## config.mk

```make
export PLATFORM = sky130hd
export DESIGN_NAME = alu_seq_ctrl
export DESIGN_NICKNAME = d
export VERILOG_FILES = /design/src/rtl/alu_seq_pkg.sv /design/src/rtl/alu_seq_decode.sv /design/src/rtl/alu_seq_ctrl.sv
export SDC_FILE = /design/constraint.sdc
export NUM_CORES = 1
export LEC_CHECK = 0
export CORE_MARGIN = 1
export CORE_UTILIZATION = 40
export CTS_BUF_LIST = sky130_fd_sc_hd__clkbuf_4 sky130_fd_sc_hd__clkbuf_8 sky130_fd_sc_hd__clkbuf_16
export DETAILED_ROUTE_END_ITERATION = 8
export PLACE_DENSITY = 0.79
export SLEW_MARGIN = 20
export SYNTH_ARGS = -nofsm -noshare
export SYNTH_HDL_FRONTEND = slang
export SYNTH_SLANG_ARGS = --single-unit
```

## constraint.sdc

```tcl
create_clock -name clk -period 2.6 [get_ports clk]
set_clock_uncertainty 0.2 [all_clocks]
set_input_delay 0.65 -clock clk [delete_from_list [all_inputs] [get_ports clk]]
set_output_delay 0.65 -clock clk [all_outputs]
set_load 0.05 [all_outputs]
```

## src/rtl/alu_seq_pkg.sv

```systemverilog
// Shared types and constants for the ALU instruction control unit.
// State encoding, opcodes, ALU select codes and fault codes.
package alu_seq_pkg;

  typedef enum logic [3:0] {
    S_IDLE,
    S_T0,
    S_T1,
    S_T1W,
    S_T2,
    S_T3,
    S_T4,
    S_T5,
    S_HALT
  } state_t;

  localparam logic [4:0] OP_ADD  = 5'b00011;
  localparam logic [4:0] OP_SUB  = 5'b00100;
  localparam logic [4:0] OP_AND  = 5'b00101;
  localparam logic [4:0] OP_OR   = 5'b00110;
  localparam logic [4:0] OP_NEG  = 5'b10000;
  localparam logic [4:0] OP_NOT  = 5'b10001;
  localparam logic [4:0] OP_HALT = 5'b11011;

  typedef enum logic [3:0] {
    ALU_NONE = 4'd0,
    ALU_ADD  = 4'd1,
    ALU_SUB  = 4'd2,
    ALU_AND  = 4'd3,
    ALU_OR   = 4'd4,
    ALU_NEG  = 4'd5,
    ALU_NOT  = 4'd6
  } alu_op_t;

  typedef enum logic [1:0] {
    FLT_NONE    = 2'b00,
    FLT_ILLEGAL = 2'b01,
    FLT_MEM     = 2'b10
  } fault_t;

endpackage

```

## src/rtl/alu_seq_decode.sv

```systemverilog
// Opcode decode: ALU select, unary/halt/illegal classification.
// Purely combinational so other control units can reuse it.
module alu_seq_decode
  import alu_seq_pkg::*;
#(
  parameter int OPW = 5
) (
  input  logic [OPW-1:0] op,
  output alu_op_t        alu_op,
  output logic           is_unary,
  output logic           is_halt,
  output logic           is_illegal
);

  always_comb begin
    alu_op     = ALU_NONE;
    is_unary   = 1'b0;
    is_halt    = 1'b0;
    is_illegal = 1'b0;
    unique case (op)
      OP_ADD:  alu_op = ALU_ADD;
      OP_SUB:  alu_op = ALU_SUB;
      OP_AND:  alu_op = ALU_AND;
      OP_OR:   alu_op = ALU_OR;
      OP_NEG: begin
        alu_op   = ALU_NEG;
        is_unary = 1'b1;
      end
      OP_NOT: begin
        alu_op   = ALU_NOT;
        is_unary = 1'b1;
      end
      OP_HALT: is_halt = 1'b1;
      default: is_illegal = 1'b1;
    endcase
  end

endmodule

```

## src/rtl/alu_seq_ctrl.sv

```systemverilog
// Hardwired fetch/execute sequencer for register ALU instructions.
// Strobes decode from the state register; MDRin also follows mem_ready.
module alu_seq_ctrl
  import alu_seq_pkg::*;
#(
  parameter int OPW         = 5,
  parameter int CNT_W       = 16,
  parameter int MEM_TIMEOUT = 15
) (
  input  logic             clk,
  input  logic             clr,
  input  logic             run,
  input  logic [31:0]      ir,
  input  logic             mem_ready,
  output logic             PCout,
  output logic             MARin,
  output logic             IncPC,
  output logic             Zin,
  output logic             Zlowout,
  output logic             PCin,
  output logic             Read,
  output logic             MDRin,
  output logic             MDRout,
  output logic             IRin,
  output logic             Yin,
  output logic             Gra,
  output logic             Grb,
  output logic             Grc,
  output logic             Rin,
  output logic             Rout,
  output logic [3:0]       alu_op,
  output logic             busy,
  output logic             halted,
  output logic [1:0]       fault,
  output logic [CNT_W-1:0] retired
);

  localparam int WW = $clog2(MEM_TIMEOUT + 1);
  localparam logic [WW-1:0] WAIT_LAST = WW'(MEM_TIMEOUT - 1);

  state_t         state;
  fault_t         fault_q;
  logic [WW-1:0]  wait_cnt;
  alu_op_t        dec_op;
  logic           is_unary;
  logic           is_halt;
  logic           is_illegal;
  logic           unused_ir;

  assign unused_ir = ^ir[31-OPW:0];

  alu_seq_decode #(.OPW(OPW)) u_dec (
    .op         (ir[31 -: OPW]),
    .alu_op     (dec_op),
    .is_unary   (is_unary),
    .is_halt    (is_halt),
    .is_illegal (is_illegal)
  );

  always_ff @(posedge clk or negedge clr) begin
    if (!clr) begin
      state    <= S_IDLE;
      wait_cnt <= '0;
      fault_q  <= FLT_NONE;
      retired  <= '0;
    end else begin
      unique case (state)
        S_IDLE: if (run) state <= S_T0;
        S_T0:   state <= S_T1;
        S_T1:   state <= mem_ready ? S_T2 : S_T1W;
        S_T1W: begin
          if (mem_ready) begin
            state <= S_T2;
          end else begin
            wait_cnt <= wait_cnt + 1'b1;
            if (wait_cnt == WAIT_LAST) begin
              state   <= S_HALT;
              fault_q <= FLT_MEM;
            end
          end
        end
        S_T2: begin
          wait_cnt <= '0;
          state    <= S_T3;
        end
        S_T3: begin
          if (is_illegal) begin
            state   <= S_HALT;
            fault_q <= FLT_ILLEGAL;
          end else if (is_halt) begin
            state <= S_HALT;
          end else begin
            state <= is_unary ? S_T5 : S_T4;
          end
        end
        S_T4: state <= S_T5;
        S_T5: begin
          retired <= retired + 1'b1;
          state   <= run ? S_T0 : S_IDLE;
        end
        S_HALT: state <= S_HALT;
        default: state <= S_IDLE;
      endcase
    end
  end

  assign fault = fault_q;

  // Only one of PCout/Zlowout/MDRout/Rout is ever set per state.
  always_comb begin
    PCout   = 1'b0;
    MARin   = 1'b0;
    IncPC   = 1'b0;
    Zin     = 1'b0;
    Zlowout = 1'b0;
    PCin    = 1'b0;
    Read    = 1'b0;
    MDRin   = 1'b0;
    MDRout  = 1'b0;
    IRin    = 1'b0;
    Yin     = 1'b0;
    Gra     = 1'b0;
    Grb     = 1'b0;
    Grc     = 1'b0;
    Rin     = 1'b0;
    Rout    = 1'b0;
    alu_op  = ALU_NONE;
    busy    = 1'b1;
    halted  = 1'b0;
    unique case (state)
      S_IDLE: busy = 1'b0;
      S_T0: begin
        PCout = 1'b1;
        MARin = 1'b1;
        IncPC = 1'b1;
        Zin   = 1'b1;
      end
      S_T1: begin
        Zlowout = 1'b1;
        PCin    = 1'b1;
        Read    = 1'b1;
        MDRin   = mem_ready;
      end
      S_T1W: begin
        Read  = 1'b1;
        MDRin = mem_ready;
      end
      S_T2: begin
        MDRout = 1'b1;
        IRin   = 1'b1;
      end
      S_T3: begin
        if (!is_illegal && !is_halt) begin
          Grb  = 1'b1;
          Rout = 1'b1;
          if (is_unary) begin
            alu_op = dec_op;
            Zin    = 1'b1;
          end else begin
            Yin = 1'b1;
          end
        end
      end
      S_T4: begin
        Grc    = 1'b1;
        Rout   = 1'b1;
        alu_op = dec_op;
        Zin    = 1'b1;
      end
      S_T5: begin
        Zlowout = 1'b1;
        Gra     = 1'b1;
        Rin     = 1'b1;
      end
      S_HALT: begin
        busy   = 1'b0;
        halted = 1'b1;
      end
      default: busy = 1'b0;
    endcase
  end

endmodule
```

======== Word level (Yosys, flattened, before mapping) ========
Index checks and enable logic that the tools add are counted.
word-level totals
  register bits after elaboration ......... 26
  input port bits ......................... 36
  output and inout bits ................... 40
  logic and storage cells ................. 81
cells by class
  eq/ne operators ......................... 21
  add/sub/neg operators ................... 2
  muxes and demuxes ....................... 40
  reductions and logical operators ........ 14
operators with widths
  kind                                                                    count
  4-bit one-hot mux with 9 select lines                                   1
  4-bit two-way mux                                                       8
  1-bit two-way mux                                                       21
  3-bit one-hot mux with 6 select lines                                   1
  16-bit by 1-bit adder with 16-bit output (second input constant)        1
  4-bit by 3-bit equality test with 1-bit output (second input constant)  4
  4-bit one-hot mux with 2 select lines                                   2
  5-bit by 3-bit equality test with 1-bit output (second input constant)  3
  5-bit equality test (second input constant)                             3
  7-bit OR reduction                                                      2
  4-bit by 2-bit equality test with 1-bit output (second input constant)  2
  4-bit equality test (second input constant)                             2
  2-bit inequality test (second input constant)                           4
  2-bit OR reduction                                                      4
  2-bit two-way mux                                                       3
  5-bit by 2-bit equality test with 1-bit output (second input constant)  1
  4-bit by 1-bit adder with 4-bit output (second input constant)          1
  4-bit by 1-bit equality test with 1-bit output (second input constant)  1
  4-bit logical NOT                                                       1
  1-bit one-hot mux with 2 select lines                                   2
  2-bit one-hot mux with 2 select lines                                   1
  2-bit AND reduction                                                     2
  4-bit AND reduction                                                     1
  2-bit nonzero test                                                      2
  other kinds (4)                                                         4

======== Logic depth before layout (Yosys ltp) ========
Gate-level depths: netlist (run 1).
  depth in word-level cells ............... 7
  gate-level depth with buffers ........... 6
  gate-level depth less buffers ........... 6

======== By module ========
From an unflattened synthesis (run 1), not the netlist that was laid out.
unflattened totals
  cell total of the unflattened synthesis .. 168
  area total of the unflattened synthesis .. 1600.3 µm²
by module, submodules not included
  module          seq. area each (µm²)  cells each  instances  area an instance (µm²)
  alu_seq_ctrl    650.6                 146         1          1450.1
  alu_seq_decode  0.0                   22          1          150.1

======== Worst setup path before layout (run 1) ========
No wires, ideal clock.
  path kind ............................... reg-to-output
  start point ............................. reg state[3]
  end point ............................... out alu_op[1]
  buffers on the path ..................... 0
  data arrival time ....................... 2729 ps
  data required time ...................... 1750 ps
  stages on the path, launching flop included .. 5
  setup slack ............................. -979 ps
  cell sequence ........................... dfrtp_1 -> nand2b_1 -> nor3b_2 -> o21ai_1 -> nor3_1
between the ends
  cells in the longest elaborated chain, start to end .. 2
  elaborated cells on any way between the ends .. 3
  those cells by class .................... 2 x eq/ne; 1 x mux
ends and longest elaborated chain
  what                                            RTL line             source
  start: declaration                              alu_seq_ctrl.sv:41   state_t state;
  start signal: assignment                        alu_seq_ctrl.sv:70   S_T1: state <= mem_ready ? S_T2 : S_T1W;
  start signal: assignment                        alu_seq_ctrl.sv:93   state <= is_unary ? S_T5 : S_T4;
  start signal: assignment                        alu_seq_ctrl.sv:99   state <= run ? S_T0 : S_IDLE;
  4-bit by 3-bit equality test with 1-bit output  alu_seq_ctrl.sv:130  unique case (state)
  4-bit one-hot mux with 2 select lines (*)       alu_seq_ctrl.sv:130
  end: declaration                                alu_seq_ctrl.sv:31   output logic [3:0] alu_op,
Every way passes the cells marked *; elsewhere a longest branch is shown, timed or not.

======== Final worst setup path (run 1) ========
  start point ............................. in ir[31]
  end point ............................... out Yin
between the ends
  cells in the longest elaborated chain, start to end .. 6
  elaborated cells on any way between the ends .. 16
  those cells by class .................... 7 x eq/ne; 5 x mux; 4 x reduce/logical
ends and longest elaborated chain
  what                                                                             RTL line                                   source
  start: declaration                                                               alu_seq_ctrl.sv:13                         input logic [31:0] ir,
  5-bit equality test                                                              alu_seq_decode.sv:20                       unique case (op)
  2-bit OR reduction (no source line) / 1-bit two-way mux (equally long branches)  --
  1-bit two-way mux / 1-bit logical NOT (equally long branches)                    alu_seq_decode.sv:20, alu_seq_ctrl.sv:153
  1-bit two-way mux / 1-bit logical AND (equally long branches)                    alu_seq_ctrl.sv:156, alu_seq_ctrl.sv:153
  1-bit two-way mux (*)                                                            alu_seq_ctrl.sv:153                        if (!is_illegal && !is_halt) begin
  1-bit two-way mux (*)                                                            alu_seq_ctrl.sv:130
  end: declaration                                                                 alu_seq_ctrl.sv:25                         output logic Yin,
Marks and branches as above.

==> summary.md, run 1 <==
| Metric | Value |
|---|---|
| Status | complete, but fails checks |
| Failing checks | negative setup slack |
| Seq/Total Area, Yosys | 40.63% |
| Synth Flop Type | dfrtp_1 |
| CTS clk-pin slew, worst paths | 0.08 ns |
| RSZ-0062 raised after global routing | true |
| Hold path depth | 1 |
| Core Region | 0.003744 mm2 |
| Final ANT Viol Nets | 0 |
| Actual slew at the worst max-slew pin | a little over 0.5 ns |
| Share of the synthesized area in the top cell type | 40.63% |
| Site Rows | 22 |
| Crit-path most repeated cell | buf_6 |
| Post-Layout Cell Count | 280 |
| Leak Pwr | about 1.1 nW |
| CP max FO | 4 |
| RePlAce Congestion | 0.7867 |
| Endpoints failing hold | 0 |
| Final worst setup slack | -0.1972 ns |
| Critical-path cell list | buf_6, buf_6, buf_4, or3b_4, a41oi_2, nand2_2, nor2_4, buf_12 |
| DRC viols | 0 |
| Fmax | approximately 360 MHz |
| Setup violators final | 7 |
| Final min period | 2.797 ns |
| Mapped cell area | 0.001602 mm2 |
| Most common cell in the netlist | dfrtp_1 |
| Post-synth EDFFs | 0 |
| Syn nets | 210 |
| Synth warnings | 0 |
| VDD IR max | 0.0008508 V |
| Clk buf depth | 2 |
| Max Transition Viols Final | 0 |
| Slew Limit Headroom | 65.86% |
| Largest cells by area after synthesis | dfrtp_1 (41%), xnor2_1 (7.1%), nand3_1 (3.1%) |
| Initial Util | between 40 and 50% |
| Fill cell count | roughly 280 |
| Synthesis-stage register bit count | 26 |
| Placed insts | between 200 and 300 |
| Initial antenna violation count | 0 |
| Maxcap violations | 0 |
| Port bufs | 47 |
| Fin nets | 272 |
| Crit Path Class | input port to primary output |
| Power Dens Cells | 955.4 mW/mm2 |
| Startpoint types | input port |
| Largest net degree at the start of global routing | 27 |
| DRT Pass-1 Iters | 4 |
| Layout area overhead | 65.70% |
| First-pass GRT wire length | 6230 um |
| Num CTS Buffers | 3 |
| Worst skew pair latency | between 0.2 and 0.3 ns |
| Cells after Synth | ~170 |
| CTS tree | yes |
| Share of cells above drive strength 1 | 35.78% |
| Vias post-DR | around 1500 |
| Final Util | 70.89% |
| Arrival time worst endpoint | 1.95 ns |
| DIE WIDTH | 65.28 um |
| Starting DRT DRC Count | 66 |
| Ys async rst share | between 90% and 100% |
| Worst path slowest cell | or3b_4 |
| Wire length per cell | 13.49 um |
| Crit path largest cell delay | 0.37 ns |
| CTS root buf | clkbuf_8 |
| Vert. Die Dim | 65.28 um |
| CP required | 1.75 ns |
| Final period util | 107.6% |
| Placed Instance Area | 0.002490 mm2 |
| Final Instance Area | about 0.0027 mm2 |
| Gr ovfl total | 0 |
| Global-route usage over all layers | a little under a fifth |
| Io pins | 76 |
| Syn_area_per_cell | roughly 9.4 um2 |
| CP endpoint kind | primary output |
| Vias in the first global route | 1369 |
| DPL Wire Length | 2754 um |
| Most frequent cells after synthesis | dfrtp_1 (26), nor2_1 (13), xnor2_1 (13) |
| H-tree depth | 1 |
| Most area-hungry cell type in the Yosys netlist | dfrtp_1 |
| # diodes | 0 |
| CTS Sinks | 26 |
| R2R depth | 6 |
| Hold crit path type | flop to flop |
| Distinct cells, synth | 47 |
| CTS hold repair buffers | 0 |
| Drt total wl | approximately 3800 um |
| DR vias/cell | 5.182 |
| Die Footprint | between 0.004 and 0.005 mm2 |
==> layer usage <==
layer	GRT usage, %	vias to the layer above	routed length [um]
met5	0	-	0
met4	3.533	0	27
met3	3.299	2	105
met2	31.06	29	1959
met1	25.69	706	1685
li1	-	714	-
==> per-stage QoR <==
step | hold slack [ns] | power, mW | setup TNS (ns) | worst slack, ns
final | 0.2776 | 2.536 | -0.9246 | -0.1972
after global routing | 0.3168 | 2.653 | -1.189 | -0.2437
after CTS | 0.2834 | 2.527 | -1.461 | -0.2674
after detailed placement | 0.2721 | 2.182 | -3.977 | -0.6321
after global placement | 0.2662 | 2.165 | -3.949 | -0.6228
after floorplan | 0.1544 | 1.521 | -0.9405 | -0.2256
==> sequential cells by signal, summed over array words and instances, names as in the netlist <==
name      flops
state         4
wait_cnt      4
fault         2
retired      16
==> path summary, 6_finish.rpt <==
check                                  from     endpoint  slack [ns]
worst max-delay path                 ir[31]          Yin       -0.20
worst min-delay path            retired[15]  retired[15]        0.28
worst max register to register     state[0]  retired[14]        0.47
worst min register to register  retired[15]  retired[15]        0.28
max in group asynchronous               clr     state[1]        1.40
min in group asynchronous               clr     state[2]        0.54
==> cell type report <==
cell class                      count  area (um2)  share of cell area, %
Timing Repair Buffer               71       862.1                  32.48
Clock buffer                        3       41.29                  1.556
Clock inverter                      1       30.03                  1.132
Tap cell                           48       60.06                  2.263
Inverter                            7       30.03                  1.132
Sequential cell                    26       651.9                  24.56
Multi-Input combinational cell    124       978.4                  36.87
==> what timing repair did <==
action | CTS | global route
resized for setup | 19 | 14
endpoints found under the setup margin | 7 | 7
pin swaps | 6 | 9
setup buffers | 3 | 2
==> kinds of logic (layout without fill, tap and decap cells) <==
group,after synthesis,count (layout),synth area share [%]
and+or+nand+nor,74,74,27.89
AOI/OAI and AO/OA,26,26,10.23
DFF,26,26,40.62
buffers and inverters,21,82,7.500
xor gates and xnor gates,18,18,9.844
adders and majority gates,3,3,2.344
muxes,2,2,1.328
other,1,1,0.2342
==> cells in the final DEF (no fill, tap or decap), types with 6 or more instances in the layout <==
master and n:
buf_12 21, a21oi_1 6, clkdlybuf4s50_1 22, dfrtp_1 25, xnor2_1 13, buf_4 20, inv_1 6, nand2_1 7
nand3_1 10, nor2_1 10
==> critical path, delay by kind of cell <==
family                 cells  cell delay [ns]
and+or+nand+nor            3             0.64
buffers and inverters      4             0.47
AOI/OAI and AO/OA          1             0.18
==> where the power goes <==
part | switching (mW) | internal [mW] | leakage (nW)
Combinational | 0.879 | 0.748 | 0.767
Clock | 0.120 | 0.206 | 0.0357
Sequential | 0.109 | 0.475 | 0.345
Total | 1.11 | 1.43 | 1.15
Note: power is estimated with default switching activity, not from simulation.
==> run 2: changes to the inputs <==
Settings changed: CORE_ASPECT_RATIO set to 1.2, CTS_BUF_LIST sky130_fd_sc_hd__clkbuf_4 sky130_fd_sc_hd__clkbuf_8 sky130_fd_sc_hd__clkbuf_16 to sky130_fd_sc_hd__clkbuf_16.
==> run 2 against run 1 <==
- the flow still finishes with violations (negative setup slack)
- core utilization grew 1.7 points
- largest power group unchanged
- count of clock-buffer cells in the layout is the same
- maximum frequency grew 1.5%
- register-to-register slack gained 0.05 ns
==> summary.md, run 2 (synthesis results as in run 1) <==
| Metric | Value |
|---|---|
| Share of cells above drive strength 1 | 35.22% (-0.56 points) |
| Vias in the first global route | 1408 (+2.8%) |
| Crit Path Class | input port to primary output |
| Max Transition Viols Final | 0 (unchanged) |
| Sw frac | 42.44% (-1.2 points) |
| Post-Layout Cell Count | 282 (+0.71%) |
| Site Rows | 24 (+9.1%) |
| Final worst setup slack | -0.1570 ns (+0.04017 ns) |
| Worst setup path startpoint | ir[31] |
| Status | complete, but fails checks |
| Int Power | 1.533 mW (+7.3%) |
| Crit path largest cell delay | 0.55 ns (+0.18 ns) |
| Hold path depth | 1 (unchanged) |
| Vert. Die Dim | 71.32 um (+9.3%) |
| Power Dens Cells | 985.4 mW/mm2 (+3.1%) |
| Leak Pwr | 1.160 nW (+1.1%) |
| Actual slew at the worst max-slew pin | 0.5018 ns (-0.008757 ns) |
| Worst R2R End | retired[4] |
| CP endpoint kind | primary output |
| Core Region | 0.003724 mm2 (-0.53%) |
| Arrival time worst endpoint | 1.91 ns (-0.04 ns) |
| Io pins | 76 (unchanged) |
| DR vias/cell | 5.202 (+0.39%) |
| Most common cell after layout, fill and taps aside | dfrtp_1 |
| FF-to-FF Start | state[0] |
| Slew Limit Headroom | 66.44% (+0.59 points) |
| DRT Pass-1 Iters | 4 (unchanged) |
| Biggest regs | retired (16), state (4), wait_cnt (4) |
| DPL Wire Length | 2782 um (+0.99%) |
| Drt total wl | 3947 um (+4.5%) |
| Final period util | 106.0% (-1.5 points) |
| Vias post-DR | 1467 (+1.1%) |
| DRC viols | 0 (unchanged) |
| RePlAce Congestion | 0.7884 (+0.22%) |
| CTS Sinks | 26 (unchanged) |
| CP max FO | 6 (+2) |
| Layout area overhead | 68.75% |
| Setup violators final | 7 (unchanged) |
| CTS clk-pin slew, worst paths | 0.06 ns (-0.02 ns) |
| H-tree depth | 1 (unchanged) |
| Die Footprint | 0.004262 mm2 (about the same) |
| CP required | 1.75 ns (about the same) |
| Initial antenna violation count | 0 (unchanged) |
| Crit path to | Yin |
| Global-route usage over all layers | 19.58% (+0.85 points) |
| Comb power frac | 61.4% (-2.7 points) |
| Fill cell count | 270 (-1.8%) |
| Top reg by flops | retired |
| R2R depth | 6 (unchanged) |
| First-pass GRT wire length | 6389 um (+2.6%) |
| Failing checks | negative setup slack |
| Placed insts | 274 (+1.1%) |
| Starting DRT DRC Count | 32 (-52%) |
| CTS root buf | clkbuf_16 |
| Initial Util | 43.01% (+0.23 points) |
| CTS tree | yes |
| Startpoint types | input port |
| Final min period | 2.757 ns (-0.04017 ns) |
| Psw | 1.130 mW (+2.1%) |
| Worst skew pair latency | 0.26 ns (about the same) |
| Fmax | 362.7 MHz (+1.5%) |
| Power share of the clock group | 16.5% (+3.7 points) |
| Reg2reg setup slack | 0.52 ns (+0.05 ns) |
| Num CTS Buffers | 3 (unchanged) |
| Flip-flop count of the largest register, all copies and words added | 16 (unchanged) |
| Hold crit path type | flop to flop |
| Wire length per cell | 14.00 um (+3.8%) |
| RSZ-0062 raised after global routing | true |
| Hold Slack | 0.2841 ns (+0.006439 ns) |
| Critical-path cell list | buf_8, or4bb_4, a41oi_2, nand2_2, nor2_4, buf_12 |
| VDD IR max | 0.0006149 V (-28%) |
| Sequential share of power | 22.1% (-0.9 points) |
| Largest net degree at the start of global routing | 27 (unchanged) |
| Most frequent cells in the layout | dfrtp_1 (25), clkdlybuf4s50_1 (21), buf_12 (21), buf_4 (20), xnor2_1 (13) |
| Gr ovfl total | 0 (unchanged) |
| # diodes | 0 (unchanged) |
| Worst path slowest cell | or4bb_4 |
| Final ANT Viol Nets | 0 (unchanged) |
| Endpoints failing hold | 0 (unchanged) |
| DIE WIDTH | 59.76 um (-8.4%) |
| Port bufs | 47 (unchanged) |
| Fin nets | 270 (-0.74%) |
| Maxcap violations | 0 (unchanged) |
| Clk buf depth | 2 (unchanged) |
[run 2: cell count changes in the layout (fill, tap and decap cells not counted), sizes merged]
cell | previous run | this run
buf | 48 | 47
clkdlybuf4s50 | 22 | 21
clkbuf | 4 | 3
dlygate4sd2 | 0 | 1
[run 2: routing by layer]
metal | track usage (%) | part of all wire, % | vias to the layer above | routed length [um]
li1 | - | - | 706 | -
met1 | 22.24 | 39 | 704 | 1538
met2 | 34.07 | 54 | 48 | 2130
met3 | 4.332 | 4.8 | 9 | 191
met4 | 9.044 | 2.2 | 0 | 87
met5 | 0 | 0 | - | 0
[run 2: worst min-delay path by stage]
stage / to / startpoint / slack (ns)
after floorplan: fault[0] / clr / 0.15
after global placement: retired[15] / retired[15] / 0.26
after detailed placement: fault[1] / fault[1] / 0.27
after CTS: fault[1] / fault[1] / 0.29
after global routing: retired[15] / retired[15] / 0.31
final: fault[1] / fault[1] / 0.28
[run 2: area by class of cell]
class | instances | area [um2] | share of cell area [%]
Multi-Input combinational cell | 124 | 988.4 | 36.57
Clock buffer | 3 | 75.07 | 2.778
Sequential cell | 26 | 651.9 | 24.12
Clock inverter | 1 | 30.03 | 1.111
Timing Repair Buffer | 69 | 862.1 | 31.90
Tap cell | 52 | 65.06 | 2.407
Inverter | 7 | 30.03 | 1.111
[run 2: repair_timing]
item	4_1_cts	5_1_grt
endpoints found under the setup margin	7	7
resized for setup	33	9
cloned	0	0
setup buffers	1	3
hold buffers	0	0
pin swaps	6	7
[run 2: stage by stage]
step	util [%]	setup TNS (ns)	area (um2)	power [mW]	worst slack, ns
2_1_floorplan	-	-0.9405	1710	1.521	-0.2256
3_3_place_gp	66.80	-4.005	2487	2.162	-0.6314
3_5_place_dp	66.80	-4.229	2487	2.185	-0.6796
4_1_cts	70.80	-0.6783	2636	2.645	-0.1934
5_1_grt	72.58	-0.9635	2703	2.784	-0.1891
6_report	72.58	-0.6792	2703	2.663	-0.1570
[run 2: power groups by stage]
stage | clock, mW | sequential, mW | combinational (mW)
5_1_grt | 0.466 | 0.599 | 1.72
6_report | 0.439 | 0.589 | 1.63
3_3_place_gp | 0 | 0.584 | 1.58
4_1_cts | 0.445 | 0.585 | 1.61
3_5_place_dp | 0 | 0.589 | 1.60
2_1_floorplan | 0 | 0.642 | 0.879
[run 2: worst max-delay path, delay by kind of cell]
| kind | cells | cell delay [ns] |
|---|---|---|
| buffers and inverters | 2 | 0.24 |
| AOI/OAI and AO/OA | 1 | 0.18 |
| and+or+nand+nor | 3 | 0.83 |
